==> config.mk <==
export PLATFORM = sky130hd
export DESIGN_NAME = datapath_regfile
export DESIGN_NICKNAME = d
export VERILOG_FILES = /design/src/rtl/datapath_pkg.sv /design/src/rtl/datapath_regfile_read_port.sv /design/src/rtl/datapath_regfile.sv
export SDC_FILE = /design/constraint.sdc
export NUM_CORES = 1
export LEC_CHECK = 0
export BUFFER_PORTS_ARGS = -buffer_cell sky130_fd_sc_hd__buf_2
export CORE_UTILIZATION = 55
export DETAILED_ROUTE_END_ITERATION = 12
export PLACE_DENSITY = 0.75
export SYNTH_ARGS = -nofsm -noshare
export SYNTH_HDL_FRONTEND = slang
export SYNTH_SLANG_ARGS = --single-unit
==> constraint.sdc <==
create_clock -name clk -period 2.4 [get_ports clk]
set_input_delay 0.48 -clock clk [delete_from_list [all_inputs] [get_ports clk]]
set_output_delay 0.48 -clock clk [all_outputs]
set_load 0.03 [all_outputs]
==> src/rtl/datapath_pkg.sv <==
// Shared widths, types and reset constants for the datapath register file.
// No logic; constants only.
// Used by datapath_regfile and regfile_read_port.
package datapath_pkg;

    localparam int BUS_WIDTH  = 16;
    localparam int REG_COUNT  = 8;
    localparam int ADDR_WIDTH = $clog2(REG_COUNT);

    typedef logic [ADDR_WIDTH-1:0] reg_addr_t;
    typedef logic [BUS_WIDTH-1:0]  word_t;

    localparam word_t      WORD_RESET      = '0;
    localparam logic       ZERO_FLAG_RESET = 1'b1;
    localparam logic [7:0] WR_COUNT_MAX    = 8'hFF;

endpackage

==> src/rtl/datapath_regfile_read_port.sv <==
// Purpose: one combinational read port, address mux plus optional write-to-read forwarding.
// Latency: 0 cycles (pure combinational).
// Backpressure: none; with REGFILE_BYPASS_EN a same-cycle write to the read address is forwarded.
module regfile_read_port
    import datapath_pkg::*;
(
    input  word_t     regs_i [REG_COUNT],
    input  reg_addr_t rd_addr_i,
    input  logic      wr_en_i,
    input  reg_addr_t wr_addr_i,
    input  word_t     wr_data_i,
    output word_t     rd_data_o
);

    // Select the stored word, overridden by the in-flight write when forwarding is built in.
    always_comb begin
        rd_data_o = regs_i[rd_addr_i];
`ifdef REGFILE_BYPASS_EN
        if (wr_en_i && (wr_addr_i == rd_addr_i)) begin
            rd_data_o = wr_data_i;
        end
`endif
    end

`ifndef REGFILE_BYPASS_EN
    // Write-port inputs only matter when forwarding is enabled.
    logic unused_wr_sink;
    assign unused_wr_sink = ^{wr_en_i, wr_addr_i, wr_data_i};
`endif

endmodule

==> src/rtl/datapath_regfile.sv <==
// Purpose: architectural register file, 2 combinational read ports, 1 write port, registered zero flag.
// Latency: reads 0 cycles; writes visible after the next rising edge (same cycle if REGFILE_BYPASS_EN).
// Backpressure: none; every wr_en cycle commits. Optional macro: REGFILE_BYPASS_EN.
module datapath_regfile
    import datapath_pkg::*;
(
    input  logic                  clk,
    input  logic                  rst_n,
    input  logic                  wr_en,
    input  logic [ADDR_WIDTH-1:0] wr_addr,
    input  logic [BUS_WIDTH-1:0]  wr_data,
    input  logic                  zero_in,
    input  logic [ADDR_WIDTH-1:0] rd_addr_a,
    input  logic [ADDR_WIDTH-1:0] rd_addr_b,
    output logic [BUS_WIDTH-1:0]  data_a,
    output logic [BUS_WIDTH-1:0]  data_b,
    output logic                  zero_flag,
    output logic [7:0]            wr_count
);

    word_t      regs_q [REG_COUNT];
    word_t      regs_d [REG_COUNT];
    logic       zero_flag_q, zero_flag_d;
    logic [7:0] wr_count_q, wr_count_d;

    // Next state: write decode, zero flag capture and saturating write counter.
    always_comb begin
        regs_d      = regs_q;
        zero_flag_d = zero_flag_q;
        wr_count_d  = wr_count_q;
        if (wr_en) begin
            regs_d[wr_addr] = wr_data;
            zero_flag_d     = zero_in;
            if (wr_count_q != WR_COUNT_MAX) begin
                wr_count_d = wr_count_q + 8'd1;
            end
        end
    end

    // State registers; asynchronous reset wins over any write on the same edge.
    always_ff @(posedge clk or negedge rst_n) begin
        if (!rst_n) begin
            for (int i = 0; i < REG_COUNT; i++) begin
                regs_q[i] <= WORD_RESET;
            end
            zero_flag_q <= ZERO_FLAG_RESET;
            wr_count_q  <= '0;
        end else begin
            regs_q      <= regs_d;
            zero_flag_q <= zero_flag_d;
            wr_count_q  <= wr_count_d;
        end
    end

    regfile_read_port u_port_a (
        .regs_i    (regs_q),
        .rd_addr_i (rd_addr_a),
        .wr_en_i   (wr_en),
        .wr_addr_i (wr_addr),
        .wr_data_i (wr_data),
        .rd_data_o (data_a)
    );

    regfile_read_port u_port_b (
        .regs_i    (regs_q),
        .rd_addr_i (rd_addr_b),
        .wr_en_i   (wr_en),
        .wr_addr_i (wr_addr),
        .wr_data_i (wr_data),
        .rd_data_o (data_b)
    );

    assign zero_flag = zero_flag_q;
    assign wr_count  = wr_count_q;

endmodule
Word level (Yosys, flattened, before mapping)
Cells that the tools add are included.

Logic and storage cells: 30. Bits in registers: 137. Output and inout port bits: 41. Input bits: 29.

Order comparisons: 4. Equal/unequal tests: 1. Reduce and logical (&&, ||, !) cells: 2. Add/sub/neg operators: 1. Mux-type cells: 9. Bitwise logic cells: 3.

Operators by type and width (count): $bwmux 128 (1); $bmux 16 s3 (2); $mux 16 (5); $demux 16 s3 (1); $ge 4x4->1 const B (3); $not 3->4 (3); $add 8x1->8 const B (1); $ne 8x8->1 const B (1); $lt 4x1->1 const B (1); $reduce_and 2->1 (1); $logic_and 1x1->1 (1).

Depth between registers and ports, before layout
Gate-level depths: netlist of run 1.

Depth in word-level cells: 6. Mapped depth: 5. Mapped depth without buffers: 4.

By module
From an unflattened synthesis of run 1, not the netlist that was laid out.

Cells, all modules: 430. Area total of the unflattened synthesis: 7488.4 um^2.

Modules (own cells, without submodules): datapath_regfile (instances 1, area an instance 5346.4 um^2, cells an instance 316, seq. area each 3429.5 um^2); regfile_read_port (instances 2, area an instance 1071.0 um^2, cells an instance 57, seq. area each 0.0 um^2).

Worst setup path after synthesis of run 1
OpenSTA, ideal clock, no wires.

Kind: input to output. Start point: input port rd_addr_a[1]. End point: output port data_a[7]. Arrival time: 1.670 ns. Stages: 4. Path slack: 0.250 ns. Data required time: 1.920 ns. Cell sequence: buf_2 -> buf_6 -> mux4_2 -> mux2_2.

Longest elaborated chain between the ends: 4.

RTL lines: start: declaration (line datapath_regfile.sv:13) `input logic [ADDR_WIDTH-1:0] rd_addr_a,`; $not 3->4 (not written as such) (line datapath_regfile_read_port.sv:17) `rd_data_o = regs_i[rd_addr_i];`; $bmux 16 s3 (line datapath_regfile_read_port.sv:17); $mux 16 (not written as such) (2 in a row) (line datapath_regfile_read_port.sv:17); end: declaration (line datapath_regfile.sv:15) `output logic [BUS_WIDTH-1:0] data_a,`.

Every way passes these cells. The select of a mux whose other input is x is not followed.

Worst setup path in the final report of run 1
Start point: input port rd_addr_a[1]. End point: output port data_a[1].

Same word-level chain as after synthesis.

==> results of run 1 <==
-- sequential cells by signal, summed over array words and instances (netlist names) --
signal     cells
regs_q       128
wr_count       8
zero_flag      1
-- synth_stat cells (all sizes together) (2+ instances only) --
cell type  instances
mux2             164
a31oi              2
nand4              3
nor3b              2
nand2              5
nand4b             3
buf               26
nand3              4
clkbuf             4
mux4              64
dfrtp            136
o21ai              2
nor3               3
o21a               2
-- per-stage QoR --
step                      util (%)  hold slack (ns)  power, uW  cell area, um2
after global routing          66.5            0.290       8730            8500
after global placement        61.4            0.426       5430            7840
final                         66.5            0.288       8350            8500
after detailed placement      61.4            0.434       5540            7840
after CTS                     66.5            0.276       8410            8500
after floorplan                  -            0.184       4900            7270
-- path summary, 6_finish.rpt --
check | depth (start not counted) | endpoint
hold reg to reg | 1 | regs_q[103]
min in group asynchronous | 2 | regs_q[82]
hold / removal | 2 | zero_flag
setup / recovery | 5 | data_a[1]
setup reg to reg | 4 | wr_count[1]
max in group asynchronous | 3 | zero_flag
-- layout make-up --
cell class | instances | area share [%]
Clock buffer | 19 | 5.21
Timing Repair Buffer | 84 | 6.77
Tap cell | 172 | 2.53
Multi-Input combinational cell | 264 | 42.7
Clock inverter | 13 | 2.36
Sequential cell | 137 | 40.4
Inverter | 1 | 0.0442
-- placed cells by master (no fill, tap or decap), drive strengths merged --
| cell type | count |
|---|---|
| xnor2 | 1 |
| bufinv | 5 |
| nor3b | 2 |
| nand2 | 5 |
| inv | 1 |
| dlygate4sd3 | 1 |
| a41oi | 1 |
| nand3 | 4 |
| dfrtp | 136 |
| buf | 83 |
| clkbuf | 19 |
| clkinv | 7 |
| nor2 | 1 |
| dfstp | 1 |
| nand4 | 3 |
| nor2b | 1 |
| a31oi | 2 |
| o21a | 2 |
| and4 | 1 |
| o21bai | 1 |
| nor3 | 3 |
| clkinvlp | 1 |
| nand2b | 1 |
| mux4 | 64 |
| o31a | 1 |
| mux2 | 164 |
| ha | 1 |
| a21oi | 1 |
| o21ai | 2 |
| nand4b | 3 |
-- power breakdown --
group | switching [uW] | internal (uW)
combinational | 1030 | 1170
sequential | 448 | 2850
clock | 977 | 1860
total | 2460 | 5890
-- logic make-up (layout without fill, tap and decap cells) --
logic type                 count (synthesis)  after routing
AOI/OAI and AO/OA                         10             10
buffers and inverters                     31            117
DFF                                      137            137
and+or+nand+nor                           24             24
xor gates and xnor gates                   1              1
muxes                                    228            228
adders and majority gates                  1              1
-- routing by layer --
metal | up-vias | global-route usage, %
li1 | 1851 | -
met1 | 2256 | 33.7
met2 | 120 | 42.3
met3 | 37 | 5.82
met4 | 0 | 12.3
met5 | - | 0
==> impl_results.md, run 1 <==
* Status: completed
* Yosys warns at 0
* Synth Area in Adders at 0.172%
* Final critical-path share of the clock period at between 90% and 100%
* Setup slack at placement at ~0.063 ns
* Final WS setup at 0.0797 ns
* DR iter-0 viols at 252
* Cell taking the most area after synthesis: dfrtp_1
* Clk sinks at ~140
* Routed len/inst at 22.9 um
* Largest net degree at the start of global routing at 59
* FILL cells at around 900
* Highest routed layer: met4
* Tot GR Track Use at between 20% and 30%
* Crit path buf inv count at 3
* First-pass GRT wire length at ~25,000 um
* Clock Latency Late Sink at 0.42 ns
* Gpl congestion at 0.742
* TritonCTS Buffers at 17
* Wl on met1 at 6620 um
* Crit path launch: rd_addr_a[1]
* Placed Cells incl. Taps at 657
* Nets@finish at 535
* Most frequent CP cell: buf_2
* Area occupied by multi-input gates at about 0.0036 mm2
* Chip Height at 117 um
* Row count at 41
* CP Cell Sequence: buf_2 > buf_4 > mux4_2 > mux2_2 > buf_2
* FF+latch area at ~0.0034 mm2
* Detail Route met3 WL at 699 um
* MaxCap Viol Count at 0
* Max Fclk at around 430 MHz
* Compound-cell area share of the yosys netlist at 0.930%
* Total gr overflow at 0
* CP startpoint kind: primary input
* DR WL met2 at 8050 um
* WP data required at 1.92 ns
* Hold wc startpoint: zero_in
* Async SR Flop Fraction at 100%
* Measured slew at the worst slew-check pin at 0.479 ns
* Dpl hpwl at 9630 um
* Share of Yosys cell area claimed by the top area cell type at a little under half
* Family with the most delay on the worst path: multiplexers
* Syn-to-layout area delta at 16.9%
* Final setup viols at 0
* Setup TNS at 0 ns
* Reg2Reg Setup Slack at 0.80 ns
* Synthesized cell area at between 0.007 and 0.008 mm2
* Reg-to-Reg Start: wr_count[0]
* CTS Hold Bufs at 1
* Post-Syn Instances at 432
* Routed vias at 4,264
* ANT cells at 0
* Avg Inst Size Synth at 16.8 um2
* H-tree depth at 4
* Root buf cell: clkbuf_16
* Hold Path Class: primary input to flop
* I/O pins at 70
* Fraction of layout cells with a size suffix above 1 at 66.0%
* Pwr per Cell Area at between 900 and 1000 mW/mm2
* FF+latch count, synth at 137
* PortBufs at 69
* Synth top area cells: dfrtp_1 (47%), mux2_2 (24%), mux4_2 (20%), mux2_1 (1.5%), buf_6 (1.4%)
* RSZ-0062 raised after global routing: no
* Critical path data arrival time at 1.84 ns
* CTS max path bufs at 2
* Number of synthesized flops with an enable pin at 0
* Crit. End Element: primary output
* Lkg Pwr at 0.00359 uW
* Crit Path Max Fanout at 11
* Distinct cells, synth at 32
* Fin. Hold Viols at 0
* Routed Wire Length at 15,800 um
* Crit Path Class: primary input to primary output
* Post-layout min period at between 2 and 2.5 ns
* Main synth FF type: dfrtp_1
* DIE AREA at between 0.01 and 0.015 mm2
* Pre-antenna DRT Iters at 4
* Max incr delay on CP at 0.54 ns
* CTS resizes at 0
* Vias in the first global route at 4,647
* Antenna Nets Post-Route at 0
* Initial antenna violation count at 0
* Sequential fraction of the synthesis area at around 47%
* Setup bufs post-CTS at 0
* Post-synthesis mux area share at between 40% and 50%
* Finished Layout Cells at slightly below 700
* Vias/cell at 6.18
* Slowest stage cell, crit path: mux4_2
* Simple-gate portion of the synthesized area at 3.46%
* Net Count, Synth at 462
* Initial cell density of the core at 56.9%
* Fin. max-slew vios at 0
* Slew headroom at 68.0%
* Post-synthesis xor/xnor area fraction at 0.121%
* Peak supply drop at 0.000909 V
* Core box area at 0.0128 mm2
* CTS tree: done
* Clock Skew at 0.000302 ns
* Reg clk slew, reported paths at approximately 0.060 ns
* Die width at roughly 120 um
* Largest family of logic cells by synthesized area: multiplexers
* DR DRC count at 0
No activity file was read; power rests on OpenSTA's default activity.
==> run 2: changes to the inputs <==
- CORE_UTILIZATION: 55 -> 54
- MAX_ROUTING_LAYER: unset -> met4
- PLACE_DENSITY: 0.75 -> 0.77
- clock period: 2.4 -> 2.1 ns (I/O delays scaled with it)
==> run 2 against run 1 <==
- utilization increased by 2.8 points
- critical path depth decreased by 2
- the run now ends with setup timing left
- die area increased by 1.8%
- sequential power increased by 15%
- combinational power increased by 38%
- clock skew increased by 0.0011 ns
- worst hold slack got worse by 0.057 ns
==> impl_results.md, run 2 (synthesis gave the netlist of run 1 again) <==
* Reg2reg end: wr_count[1]
* Worst hold slack at 0.232 ns (-0.0567 ns)
* Clock Skew at 0.00136 ns (+0.00106 ns)
* Most common cell after layout, fill and taps aside: dfrtp_1
* ANT cells at 0 (unchanged)
* Placed Cells incl. Taps at 674 (+2.6%)
* Syn-to-layout area delta at 25.9%
* Pwr per Cell Area at 1100 mW/mm2 (+12%)
* Hold Path Class: primary input to flop
* Initial cell density of the core at 55.1% (-1.8 points)
* Core box area at 0.0132 mm2 (+3.3%)
* Pre-antenna DRT Iters at 4 (unchanged)
* Gpl congestion at 0.781 (+5.2%)
* Seq pwr share at 37.8% (-1.7 points)
* Max incr delay on CP at 0.49 ns (-0.05 ns)
* Antenna Nets Post-Route at 0 (unchanged)
* MaxCap Viol Count at 0 (unchanged)
* DIE AREA at 0.0139 mm2 (+1.8%)
* Largest register FFs at 128 (unchanged)
* Top reg by flops: regs_q
* Dpl hpwl at 10,600 um (+9.9%)
* First-pass GRT wire length at 27,600 um (+8.7%)
* Peak supply drop at 0.000545 V (-40%)
* Vias/cell at 6.24 (+1.0%)
* Failing checks: setup timing
* Max Fclk at 458 MHz
* Total gr overflow at 0 (unchanged)
* Fin. Hold Viols at 0 (unchanged)
* Finished Layout Cells at 721 (+4.5%)
* Power Internal at 7080 uW (+20%)
* Crit path buf inv count at 1 (-2)
* Final WS setup at -0.0827 ns (-0.162 ns)
* Vias in the first global route at 4,955 (+6.6%)
* Most frequent cells in the layout: dfrtp_1 (136), mux2_2 (127), mux4_2 (64)
* H-tree depth at 4 (unchanged)
* Nets@finish at 562 (+5.0%)
* Routed len/inst at 23.7 um (+3.3%)
* Critical path data arrival time at 1.76 ns (-0.08 ns)
* Routed Wire Length at 17,100 um (+7.9%)
* Reg2Reg Setup Slack at 0.48 ns (-0.32 ns)
* Final setup viols at 32 (+32)
* Initial antenna violation count at 0 (unchanged)
* Final critical-path share of the clock period at 104%
* Crit Path Max Fanout at 3 (-8)
* CP Cell Sequence: mux4_2 > mux2_4 > buf_6
* RSZ-0062 raised after global routing: yes
* Post-layout min period at 2.18 ns
* Slew headroom at 65.6% (-2.4 points)
* WP data required at 1.68 ns (-0.24 ns)
* Tot GR Track Use at 27.7% (+1.6 points)
* CTS tree: done
* DR DRC count at 0 (unchanged)
* Hold depth at 2 (unchanged)
* Routed vias at 4,502 (+5.6%)
* Die width at 118 um (+0.91%)
* DR iter-0 viols at 244 (-3.2%)
* Measured slew at the worst slew-check pin at 0.516 ns (+0.0371 ns)
* Worst R2R Path Depth at 4 (unchanged)
* Root buf cell: clkbuf_16
* Clk network pwr share at 31.8% (-2.2 points)
* Fin. max-slew vios at 0 (unchanged)
* Setup TNS at -1.23 ns (-1.23 ns)
* Reg clk slew, reported paths at 0.06 ns (about the same)
* Reg-to-Reg Start: wr_count[0]
* Status: finished, violations left
* Total Power at 10,000 uW (+20%)
* Crit Path Class: flop to primary output
* CP startpoint kind: flop
* Largest net degree at the start of global routing at 39 (-34%)
* Slowest stage cell, crit path: mux4_2
* Clock Latency Late Sink at 0.42 ns (about the same)
* Lkg Pwr at 0.00393 uW (+9.6%)
* Setup slack at placement at -0.109 ns (-0.171 ns)
* Family with the most delay on the worst path: multiplexers
* CTS max path bufs at 2 (unchanged)
* Switching Share at 29.4% (-0.066 points)
* I/O pins at 70 (unchanged)
* Logic pwr share at 30.4% (+3.9 points)
* TritonCTS Buffers at 17 (unchanged)
* Switching Power at 2950 uW (+20%)
* PortBufs at 69 (unchanged)
* Hold wc startpoint: zero_in
* Crit. End Element: primary output
* Clk sinks at 137 (unchanged)
* Fraction of layout cells with a size suffix above 1 at 67.9% (+1.9 points)
* Row count at 42 (+2.4%)
* Chip Height at 118 um (+0.91%)
* Hold Path Sink: zero_flag
## run 2: cell count changes in the layout (fill, tap and decap cells not counted), sizes merged
cell / before / now
clkinvlp: 1 / 3
clkinv: 7 / 5
clkbuf: 19 / 20
buf: 83 / 110
bufinv: 5 / 4
## run 2: area by class of cell
cell class	count	area [um2]
clock buffer	20	467
fill	840	4040
inverter	1	3.75
clock inverter	12	171
multi-input combinational	264	3730
tap	176	220
sequential	137	3430
timing repair buffer	111	1130
## run 2: timing repair
action                     in CTS  in global routing
hold buffers                    1                  0
hold endpoints to repair       30                  0
gates cloned                    3                  0
buffers inserted                6                  5
resized for setup              93                  5
setup endpoints to repair      32                 32
## run 2: per-stage QoR
step	utilization, %	area (um2)
final	69.4	9150
after global routing	69.4	9150
after CTS	68.9	9090
after detailed placement	60.8	8020
after global placement	60.8	8020
after floorplan	-	7270
## run 2: worst max path at each step
stage,endpoint,cells after the start,start
finish,data_b[12],3,regs_q[44]
global route,data_b[12],3,regs_q[60]
CTS,data_b[12],3,regs_q[44]
detailed placement,data_b[12],5,rd_addr_b[0]
global placement,data_b[0],5,rd_addr_b[0]
floorplan,data_a[7],4,rd_addr_a[1]
## run 2: metal layers
metal  routed length, um  GRT usage, %  vias up
met3                 712          4.51       34
li1                    -             -     1907
met4                 392          13.3        0
met2                8870          44.3      134
met5                   0             -        -
met1                7100          34.7     2427
## run 2: worst register-to-register path, stage by stage, from the launching register on
cell and delay (ns):
dfrtp_1 0.40, ha_1 0.23, nand3_1 0.16, o21ai_0 0.34, mux2_2 0.38
## run 2: power groups by stage
stage	clock [uW]	combinational, uW	sequential [uW]
after global routing	3340	3220	3870
after detailed placement	0	2570	3800
final	3190	3040	3790
after floorplan	0	1860	3750
after CTS	3230	3010	3760
after global placement	0	2490	3740
==> run 3: changes to the inputs <==
- CELL_PAD_IN_SITES_DETAIL_PLACEMENT: unset -> 0
- CELL_PAD_IN_SITES_GLOBAL_PLACEMENT: unset -> 2
- CORE_UTILIZATION: 54 -> 40
- PLACE_DENSITY: 0.77 -> unset
- PLACE_DENSITY_LB_ADDON: unset -> 0.1
==> run 3 against run 2 <==
- the run still ends with setup timing left
- global-route usage is 6.3 points lower
- non-clock buffer count is 2 lower
- clock skew is 0.00053 ns lower
- cell area is 1.3% higher
- utilization is 17 points lower
- critical endpoint is now data_b[15]
- critical path type unchanged
==> impl_results.md, run 3 (synthesis gave the netlist of run 1 again) <==
* Status: finished, violations left
* Failing checks: setup timing
* Routed Wire Length at 17,700 um (+3.7%)
* Slew headroom at 68.6% (+3.0 points)
* Critical path data arrival time at 1.75 ns (about the same)
* I/O pins at 70 (unchanged)
* Chip Height at 137 um (+16%)
* Wl on met1 at 7980 um (+12%)
* Peak supply drop at 0.000734 V (+35%)
* Most common cell after layout, fill and taps aside: dfrtp_1
* H-tree depth at 4 (unchanged)
* Nets@finish at 560 (-0.36%)
* Antenna Nets Post-Route at 0 (unchanged)
* Lkg Pwr at 0.00396 uW (+0.81%)
* DR WL met2 at 8910 um (+0.44%)
* Crit Path Class: flop to primary output
* Root buf cell: clkbuf_16
* Reg clk slew, reported paths at 0.06 ns (about the same)
* Most frequent cells in the layout: dfrtp_1 (136), mux2_2 (124), mux4_2 (64)
* Post-layout min period at 2.17 ns (-0.0115 ns)
* Reg2Reg Setup Slack at 0.52 ns (+0.04 ns)
* CTS max path bufs at 2 (unchanged)
* Hold Path Class: primary input to flop
* Routed vias at 4,424 (-1.7%)
* Pwr per Cell Area at 1120 mW/mm2 (+1.9%)
* Final critical-path share of the clock period at 103% (-0.55 points)
* Clk sinks at 137 (unchanged)
* Routed len/inst at 23.1 um (-2.6%)
* WP data required at 1.68 ns (about the same)
* ANT cells at 0 (unchanged)
* TritonCTS Buffers at 17 (unchanged)
* Initial antenna violation count at 0 (unchanged)
* DR DRC count at 0 (unchanged)
* Fin. Hold Viols at 0 (unchanged)
* Core box area at 0.0175 mm2 (+33%)
* Vias in the first global route at 4,634 (-6.5%)
* Largest net degree at the start of global routing at 45 (+15%)
* Top reg by flops: regs_q
* Clock Skew at 0.000835 ns (-0.000530 ns)
* CTS tree: done
* RSZ-0062 raised after global routing: yes
* First-pass GRT wire length at 27,900 um (+1.2%)
* Max incr delay on CP at 0.48 ns (about the same)
* Final Cell Area at 0.00927 mm2 (+1.3%)
* PortBufs at 69 (unchanged)
* CP startpoint kind: flop
* Slowest stage cell, crit path: mux4_2
* Post-DP Area at 0.00808 mm2 (+0.72%)
* Highest routed layer: met4
* FILL cells at 1,463 (+74%)
* Clock Latency Late Sink at 0.41 ns (about the same)
* Crit. End Element: primary output
* Syn-to-layout area delta at 27.5%
* Measured slew at the worst slew-check pin at 0.471 ns (-0.0449 ns)
* Worst hold slack at 0.241 ns (+0.00974 ns)
* Total gr overflow at 0 (unchanged)
* Max Fclk at 461 MHz (+0.53%)
* MaxCap Viol Count at 0 (unchanged)
* DR iter-0 viols at 201 (-18%)
* DIE AREA at 0.0187 mm2 (+34%)
* Pre-antenna DRT Iters at 6 (+2)
* Initial cell density of the core at 41.4% (-14 points)
* Die width at 137 um (+16%)
* Fraction of layout cells with a size suffix above 1 at 67.6% (-0.30 points)
* Vias/cell at 5.76 (-7.7%)
* Gpl congestion at 0.741 (-5.0%)
* Dpl hpwl at 11,000 um (+3.5%)
* Row count at 48 (+14%)
* CP Cell Sequence: mux4_2 > mux2_4 > buf_6
* Largest register FFs at 128 (unchanged)
* Fin. max-slew vios at 0 (unchanged)
* Crit Path Max Fanout at 3 (unchanged)
* Detail Route met3 WL at 634 um (-11%)
* Tot GR Track Use at 21.4% (-6.3 points)
* Final setup viols at 27 (-16%)
* Final WS setup at -0.0712 ns (+0.0115 ns)
-- run 3: what timing repair did --
| action | CTS | global route |
|---|---|---|
| buffers inserted | 4 | 7 |
| endpoints found under the setup margin | 32 | 32 |
| pin swaps | 0 | 0 |
| cloned | 2 | 0 |
| endpoints found under the hold margin | 40 | 0 |
| hold buffers | 1 | 0 |
| gates resized for setup | 93 | 8 |
-- run 3: power by group --
| group | internal [uW] | leakage [uW] | total (uW) | switching, uW |
|---|---|---|---|---|
| Clock | 2450 | 0.000344 | 3560 | 1120 |
| Sequential | 3260 | 0.00164 | 3770 | 513 |
| Combinational | 1750 | 0.00197 | 3010 | 1260 |
| Total | 7450 | 0.00396 | 10300 | 2890 |
-- run 3: critical path: cells and delay by family, from the launching register on --
kind | cells | cell delay [ns]
buffers and inverters | 1 | 0.14
flip-flops | 1 | 0.41
multiplexers | 2 | 0.78
-- run 3: final cells by class --
type | instances | area (um2) | area share [%]
multi-input cells | 264 | 3740 | 40.4
well taps | 225 | 282 | 3.04
clock buffers | 21 | 470 | 5.08
inverters | 1 | 3.75 | 0.0405
clock inverters | 11 | 240 | 2.59
repair buffers | 109 | 1100 | 11.9
flip-flops and latches | 137 | 3430 | 37.0
-- run 3: worst paths after layout --
kind / start / to / depth (start not counted)
min: zero_in / zero_flag / 2
min in group asynchronous: rst_n / regs_q[99] / 2
min reg2reg: regs_q[97] / regs_q[97] / 1
max reg2reg: wr_count[0] / wr_count[1] / 4
max: regs_q[63] / data_b[15] / 3
max in group asynchronous: rst_n / regs_q[21] / 3
-- run 3: layer usage --
metal	vias to the layer above	GRT usage, %
li1	1907	-
met2	95	34.7
met5	-	-
met4	0	4.95
met1	2408	27.5
met3	14	4.78
-- run 3: through the flow --
stage	cells	util, %	worst slack, ns	power (uW)	setup TNS, ns
global placement	722	46.1	-0.135	6310	-2.98
global route	768	52.8	-0.124	10800	-2.22
detailed placement	722	46.1	-0.135	6370	-3.05
floorplan	432	-	0.0699	5610	0
CTS	761	52.4	-0.0766	10400	-1.06
finish	768	52.8	-0.0712	10300	-0.541
